===== config.mk =====
export PLATFORM = sky130hd
export DESIGN_NAME = channel_alloc
export DESIGN_NICKNAME = d
export VERILOG_FILES = /design/src/rtl/channel_alloc.sv
export SDC_FILE = /design/constraint.sdc
export NUM_CORES = 2
export LEC_CHECK = 0
export CAP_MARGIN = 25
export CELL_PAD_IN_SITES_DETAIL_PLACEMENT = 1
export CELL_PAD_IN_SITES_GLOBAL_PLACEMENT = 2
export CORE_ASPECT_RATIO = 0.75
export CORE_MARGIN = 4
export CORE_UTILIZATION = 37
export DETAILED_ROUTE_END_ITERATION = 10
export PLACE_DENSITY_LB_ADDON = 0.1
export REMOVE_ABC_BUFFERS = 1
export SLEW_MARGIN = 30
export SYNTH_ARGS = -nofsm -noshare
export SYNTH_HDL_FRONTEND = slang
export SYNTH_SLANG_ARGS = --single-unit
export TNS_END_PERCENT = 30

===== constraint.sdc =====
create_clock -name clk -period 10.25 [get_ports clk]
set_input_delay 2.05 -clock clk [delete_from_list [all_inputs] [get_ports clk]]
set_output_delay 2.05 -clock clk [all_outputs]
set_load 0.01 [all_outputs]

===== src/rtl/channel_alloc.sv =====
// channel_alloc: per-channel allocator for bidirectional router links.
//
// Each output channel runs its own IN/ACQ/OUT/BUSY state machine. A channel
// must own the link direction (OUT) before it can be granted to a router port.
// A channel in IN negotiates the direction with the neighbour over a
// req/ack handshake. Grants are round-robin per channel. A port never holds
// more than one channel.
//
// Ports:
//   clk               rising-edge clock
//   rst               synchronous, active-low reset
//   channel_req_flat  [p*NCH+c] port p requests channel c
//   channel_gnt_flat  [p*NCH+c] channel c granted to port p
//   sel_flat          [4c+3:4c] owner port of channel c (output mux select)
//   inout_select      per channel, 1 = drive the link, 0 = receive
//   dir_req_out       ask neighbour to hand over channel direction
//   dir_ack_in        neighbour's 1-cycle acknowledge of dir_req_out
//   dir_req_in        neighbour asks for channel direction
//   dir_ack_out       1-cycle pulse releasing the channel to the neighbour
module channel_alloc #(
  parameter int              NP       = 10,
  parameter int              NCH      = 10,
  parameter logic [NCH-1:0]  INIT_DIR = '0
) (
  input  logic                clk,
  input  logic                rst,
  input  logic [NP*NCH-1:0]   channel_req_flat,
  output logic [NP*NCH-1:0]   channel_gnt_flat,
  output logic [4*NCH-1:0]    sel_flat,
  output logic [NCH-1:0]      inout_select,
  output logic [NCH-1:0]      dir_req_out,
  input  logic [NCH-1:0]      dir_ack_in,
  input  logic [NCH-1:0]      dir_req_in,
  output logic [NCH-1:0]      dir_ack_out
);

  typedef enum logic [1:0] {
    ST_IN   = 2'd0,
    ST_ACQ  = 2'd1,
    ST_OUT  = 2'd2,
    ST_BUSY = 2'd3
  } state_t;

  state_t          state_reg  [NCH];
  logic [NP-1:0]   gnt_reg    [NCH];
  logic [3:0]      sel_reg    [NCH];
  logic [3:0]      rr_reg     [NCH];
  logic [NCH-1:0]  yield_reg;   // neighbour was waiting when BUSY ended
  logic [NCH-1:0]  inout_reg;
  logic [NCH-1:0]  dreq_reg;
  logic [NCH-1:0]  dack_reg;

  logic [NP-1:0]   req_ch     [NCH];
  logic [NP-1:0]   elig       [NCH];
  logic [NP-1:0]   win_onehot [NCH];
  logic [3:0]      win_idx    [NCH];
  logic [NP-1:0]   port_busy;
  logic [NCH-1:0]  elig_any;
  logic [NCH-1:0]  grant_now;
  logic [NCH-1:0]  yield_now;

  // Arbitration for all channels. Channels are visited in ascending order so
  // that a port winning several channels in one cycle is granted only the
  // lowest one; the others see it as claimed and stay in OUT.
  always_comb begin
    int            idx;
    logic          found;
    logic [3:0]    cand;
    logic [NP-1:0] claimed;

    idx       = 0;
    cand      = '0;
    claimed   = '0;
    port_busy = '0;
    for (int c = 0; c < NCH; c++) begin
      port_busy = port_busy | gnt_reg[c];
    end

    for (int c = 0; c < NCH; c++) begin
      req_ch[c] = '0;
      for (int p = 0; p < NP; p++) begin
        req_ch[c][p] = channel_req_flat[p*NCH + c];
      end
      elig[c] = req_ch[c] & ~port_busy;

      found         = 1'b0;
      win_idx[c]    = '0;
      win_onehot[c] = '0;
      for (int k = 0; k < NP; k++) begin
        idx = int'(rr_reg[c]) + k;
        if (idx >= NP) begin
          idx = idx - NP;
        end
        cand = 4'(idx);
        if (!found && elig[c][cand]) begin
          found              = 1'b1;
          win_idx[c]         = cand;
          win_onehot[c][cand] = 1'b1;
        end
      end
      elig_any[c] = |elig[c];

      // A pending yield (neighbour waited through a BUSY period) beats local
      // requesters; otherwise local requesters beat the neighbour.
      yield_now[c] = (state_reg[c] == ST_OUT) && dir_req_in[c] &&
                     (yield_reg[c] || !elig_any[c]);

      grant_now[c] = 1'b0;
      if ((state_reg[c] == ST_OUT) && elig_any[c] && !yield_now[c] &&
          !claimed[win_idx[c]]) begin
        grant_now[c]         = 1'b1;
        claimed[win_idx[c]]  = 1'b1;
      end
    end
  end

  always_ff @(posedge clk) begin
    for (int c = 0; c < NCH; c++) begin
      if (!rst) begin
        state_reg[c] <= INIT_DIR[c] ? ST_OUT : ST_IN;
        gnt_reg[c]   <= '0;
        sel_reg[c]   <= '0;
        rr_reg[c]    <= '0;
        yield_reg[c] <= 1'b0;
        inout_reg[c] <= INIT_DIR[c];
        dreq_reg[c]  <= 1'b0;
        dack_reg[c]  <= 1'b0;
      end else begin
        dack_reg[c] <= 1'b0;
        case (state_reg[c])
          ST_IN: begin
            if (|req_ch[c]) begin
              state_reg[c] <= ST_ACQ;
              dreq_reg[c]  <= 1'b1;
            end
          end
          ST_ACQ: begin
            // Requests may vanish here; the handshake is still completed.
            if (dir_ack_in[c]) begin
              state_reg[c] <= ST_OUT;
              dreq_reg[c]  <= 1'b0;
              inout_reg[c] <= 1'b1;
            end
          end
          ST_OUT: begin
            yield_reg[c] <= 1'b0;
            if (grant_now[c]) begin
              state_reg[c] <= ST_BUSY;
              gnt_reg[c]   <= win_onehot[c];
              sel_reg[c]   <= win_idx[c];
            end else if (yield_now[c]) begin
              state_reg[c] <= ST_IN;
              inout_reg[c] <= 1'b0;
              dack_reg[c]  <= 1'b1;
            end
          end
          ST_BUSY: begin
            if (!req_ch[c][sel_reg[c]]) begin
              state_reg[c] <= ST_OUT;
              gnt_reg[c]   <= '0;
              rr_reg[c]    <= (int'(sel_reg[c]) == NP - 1) ? 4'd0 : sel_reg[c] + 4'd1;
              yield_reg[c] <= dir_req_in[c];
            end
          end
        endcase
      end
    end
  end

  generate
    for (genvar gi = 0; gi < NCH; gi++) begin : g_out
      assign sel_flat[4*gi +: 4] = sel_reg[gi];
      for (genvar gj = 0; gj < NP; gj++) begin : g_port
        assign channel_gnt_flat[gj*NCH + gi] = gnt_reg[gi][gj];
      end
    end
  endgenerate

  assign inout_select = inout_reg;
  assign dir_req_out  = dreq_reg;
  assign dir_ack_out  = dack_reg;

endmodule


==> results.yml <==
outcome:
  status: "completed"
setup_path:
  cp.arrival_ns: 10.04
  cp-end-kind: "register"
  start_kind: "register"
  slowest_stage: "or4_1"
  cp_num_buf_inv: 5
  cp.depth: 30
  required_ns: 10.56
  critPathKind: "reg -> reg"
  reg2reg_depth: 30
  cp_top_family: "compound AO/OA/AOI/OAI gates"
  slowest_delay_ns: 0.66
  cp_max_fo: 23
power_and_ir_drop:
  internal-power_mw: 3.87
  p_per_area_nw_per_um2: 162
  leakage_nw: 19.2
  net-switching-power_mw: 4.54
  ir_drop_v: 0.000162
  pwr-share-clk_pct: 15.2
  switching_share_pct: 54.0
  power_frac_seq_pct: 17.6
  p_comb_share_pct: 67.1
  power.total_mw: 8.41
sta:
  setup_ws_ns: 0.522
  worstMarginPinSlew_ns: 1.10
  timing.fmax_mhz: 103
  setup-violations-final: 0
  post-route-min-period_ns: 9.73
  drv_slew: 0
  hold_violations: 0
  rsz0062_at_grt: "false"
  finClkSkew_ns: 0.0271
  tns_ns: 0
  maxSlewHeadroom_pct: 26.1
  finalCritPeriodShare_pct: 94.9
clock_tree:
  clockBufferDepth: 3
  cts.hold.buffers_added: 0
  path_clk_slew_ns: 0.06
  cts_sinks: 240
  cts_root_buffer: "clkbuf_16"
  htreeDepth: 1
  clkLatencyLatePin_ns: 0.67
  cts_tree: "done"
  cts_buffers: 31
placement:
  gp_congestion: 1.05
  portBuffers: 291
  post-place-ws_ns: 0.0275
  hpwl_um: 196000
global_route:
  grt.total_usage_pct: 36.6
  grt_pass1_wl_um: 354000
  grt_overflow: 0
  antenna_found_initial: 11
  grt_pass1_vias: 50900
  grt_max_degree: 57
route:
  drtIter0Drc: 6277
  dr_total_vias: 53100
  routedWlPerCell_um: 31.2
  drtPass1Iterations: 6
  drcViolationCount: 0
  avgViaCountPerCell: 6.77
  ant_nets: 0
  finalWirelength_um: 245000
floorplanning:
  dieArea_um2: 127000
  core-area_um2: 120000
  initial_core_util_pct: 37.3
  row_count: 110
  boundaryPins: 292
  die_height_um: 309
  die_x_um: 410
logic_synthesis:
  yosys-top-cells-area: "edfxtp_1, mux4_2, ha_1"
  synth.avg_cell_area_um2: 7.61
  synth_cell_types: 121
  async_flop_share_pct: 0
  ys_ff_latch: 240
  synth_ff_type: "edfxtp_1"
  yosysTopAreaCell: "edfxtp_1"
  ys.warnings.count: 0
  synth_cells: 5885
  seq_area_frac_synth_pct: 15.2
  yosysTopAreaCellShare_pct: 13.4
  syn_area_um2: 44800
  synth-edff-count: 200
flow_run:
  cap_violations: 0
final_layout:
  fin_nets: 6551
  syn_to_final_growth_pct: 15.9
  largest_register_ff_count: 100
  drive_above_1_share_pct: 11.4
min_path:
  hold_path_class: "reg -> reg"
  whs_path_depth: 2
==> synthesized netlist by cell type, types with 26 or more instances <==
master and count:
a211o_1 29, nand3_1 214, nand2b_1 101, mux2_2 75, a21o_1 66, inv_1 250, ha_1 228, nor2_1 580
nor3b_1 33, o2111ai_1 43, xnor2_1 162, o21ai_0 298, edfxtp_1 200, o211ai_1 65, and4_1 31, a31oi_1 104
and3_1 62, and2_1 80, a211oi_1 64, nand4_1 148, xor2_1 26, or3_1 58, mux4_2 130, o221ai_1 35
or2_2 37, mux2i_1 236, o21a_1 40, clkbuf_1 207, nor2b_1 102, buf_1 29, dfxtp_1 40, o22ai_1 30
a21boi_0 41, o31ai_1 30, nand2_1 528, or4_1 28, nor4_1 121, nor4b_1 26, nor3_1 232, nand3b_1 37
buf_2 44, a21oi_1 397
==> path summary, 6_finish.rpt <==
path	start	to	slack, ns
hold reg to reg	dir_req_out[2]	dir_req_out[2]	0.46
setup reg to reg	rr_reg[1][0]	gnt_reg[9][4]	0.52
hold / removal	dir_req_out[2]	dir_req_out[2]	0.46
setup / recovery	rr_reg[1][0]	gnt_reg[9][4]	0.52
==> metrics by stage <==
| step | cell area [um2] | util (%) | instances | hold slack, ns |
|---|---|---|---|---|
| after CTS | 51900 | 43.2 | 7837 | 0.469 |
| after global placement | 50700 | 42.2 | 7779 | 0.446 |
| after global routing | 51900 | 43.2 | 7841 | 0.498 |
| after detailed placement | 50700 | 42.2 | 7779 | 0.457 |
| final | 51900 | 43.2 | 7848 | 0.462 |
| after floorplan | 43700 | - | 5604 | 0.462 |
==> layer usage <==
layer	GRT usage, %	vias up	share of wire (%)
li1	-	23300	-
met1	52.6	26500	44
met2	53.0	2785	41
met3	7.79	446	9.9
met4	15.4	14	5.1
met5	0	-	0.039
==> cell type report <==
cell class                 instances  area (um2)
multi-input combinational       5091       36000
tap                             1624        2030
sequential                       240        6810
clock inverter                    19         278
inverter                         273        1030
clock buffer                      39         846
timing repair buffer             554        4890
antenna                            8        20.0
fill                           14800       68200
==> power by group through the flow <==
stage	registers, mW	logic [mW]	clock network [mW]
4_1_cts	1.47	5.47	1.30
2_1_floorplan	1.46	3.30	0
3_3_place_gp	1.49	5.39	0
6_report	1.48	5.64	1.28
3_5_place_dp	1.49	5.45	0
5_1_grt	1.49	5.97	1.34
==> kinds of logic after synthesis <==
family / Yosys count / synth area share [%]
compound gates: 1690 / 26.2
xor+xnor: 198 / 4.04
fa+ha+maj: 238 / 6.81
buf+inv: 554 / 4.77
flops: 240 / 15.2
mux: 443 / 13.8
simple gates: 2522 / 29.2
==> cell usage in the layout (no fill, tap or decap), drive strengths merged, types with 31 or more instances in the layout <==
cell / synthesis / layout
a21boi: 47 / 47
nor2: 587 / 587
nand2b: 101 / 101
or3: 59 / 59
nor3b: 33 / 33
dfxtp: 40 / 40
a31oi: 104 / 104
o21ai: 314 / 314
or2: 42 / 42
mux2i: 238 / 238
mux4: 130 / 130
clkdlybuf4s50: 0 / 290
o22ai: 31 / 31
nand3b: 37 / 37
nand3: 214 / 214
clkbuf: 207 / 40
o211ai: 68 / 68
nor2b: 102 / 102
inv: 264 / 269
a211oi: 71 / 71
mux2: 75 / 75
a21o: 66 / 66
buf: 74 / 263
and3: 62 / 62
nand2: 528 / 528
and2: 80 / 80
o21a: 40 / 40
xnor2: 167 / 167
a21oi: 398 / 398
ha: 228 / 228
o221ai: 35 / 35
xor2: 31 / 31
o31ai: 32 / 32
o2111ai: 44 / 44
nor3: 234 / 234
edfxtp: 200 / 200
nand4: 148 / 148
nor4: 135 / 135
and4: 31 / 31
a2111oi: 31 / 31
==> tightest hold or removal path, delay by kind of cell, from the launching register on <==
kind | cells | cell delay [ns]
flip-flops | 1 | 0.31
AND/OR/NAND/NOR | 1 | 0.05
AO/OA/AOI/OAI | 1 | 0.05
==> repair_timing <==
action	in CTS	in global routing
buffers inserted	0	1
hold endpoints to repair	0	0
endpoints found under the setup margin	0	31
resized for setup	0	3
Note: power is estimated with default switching activity, not from simulation.
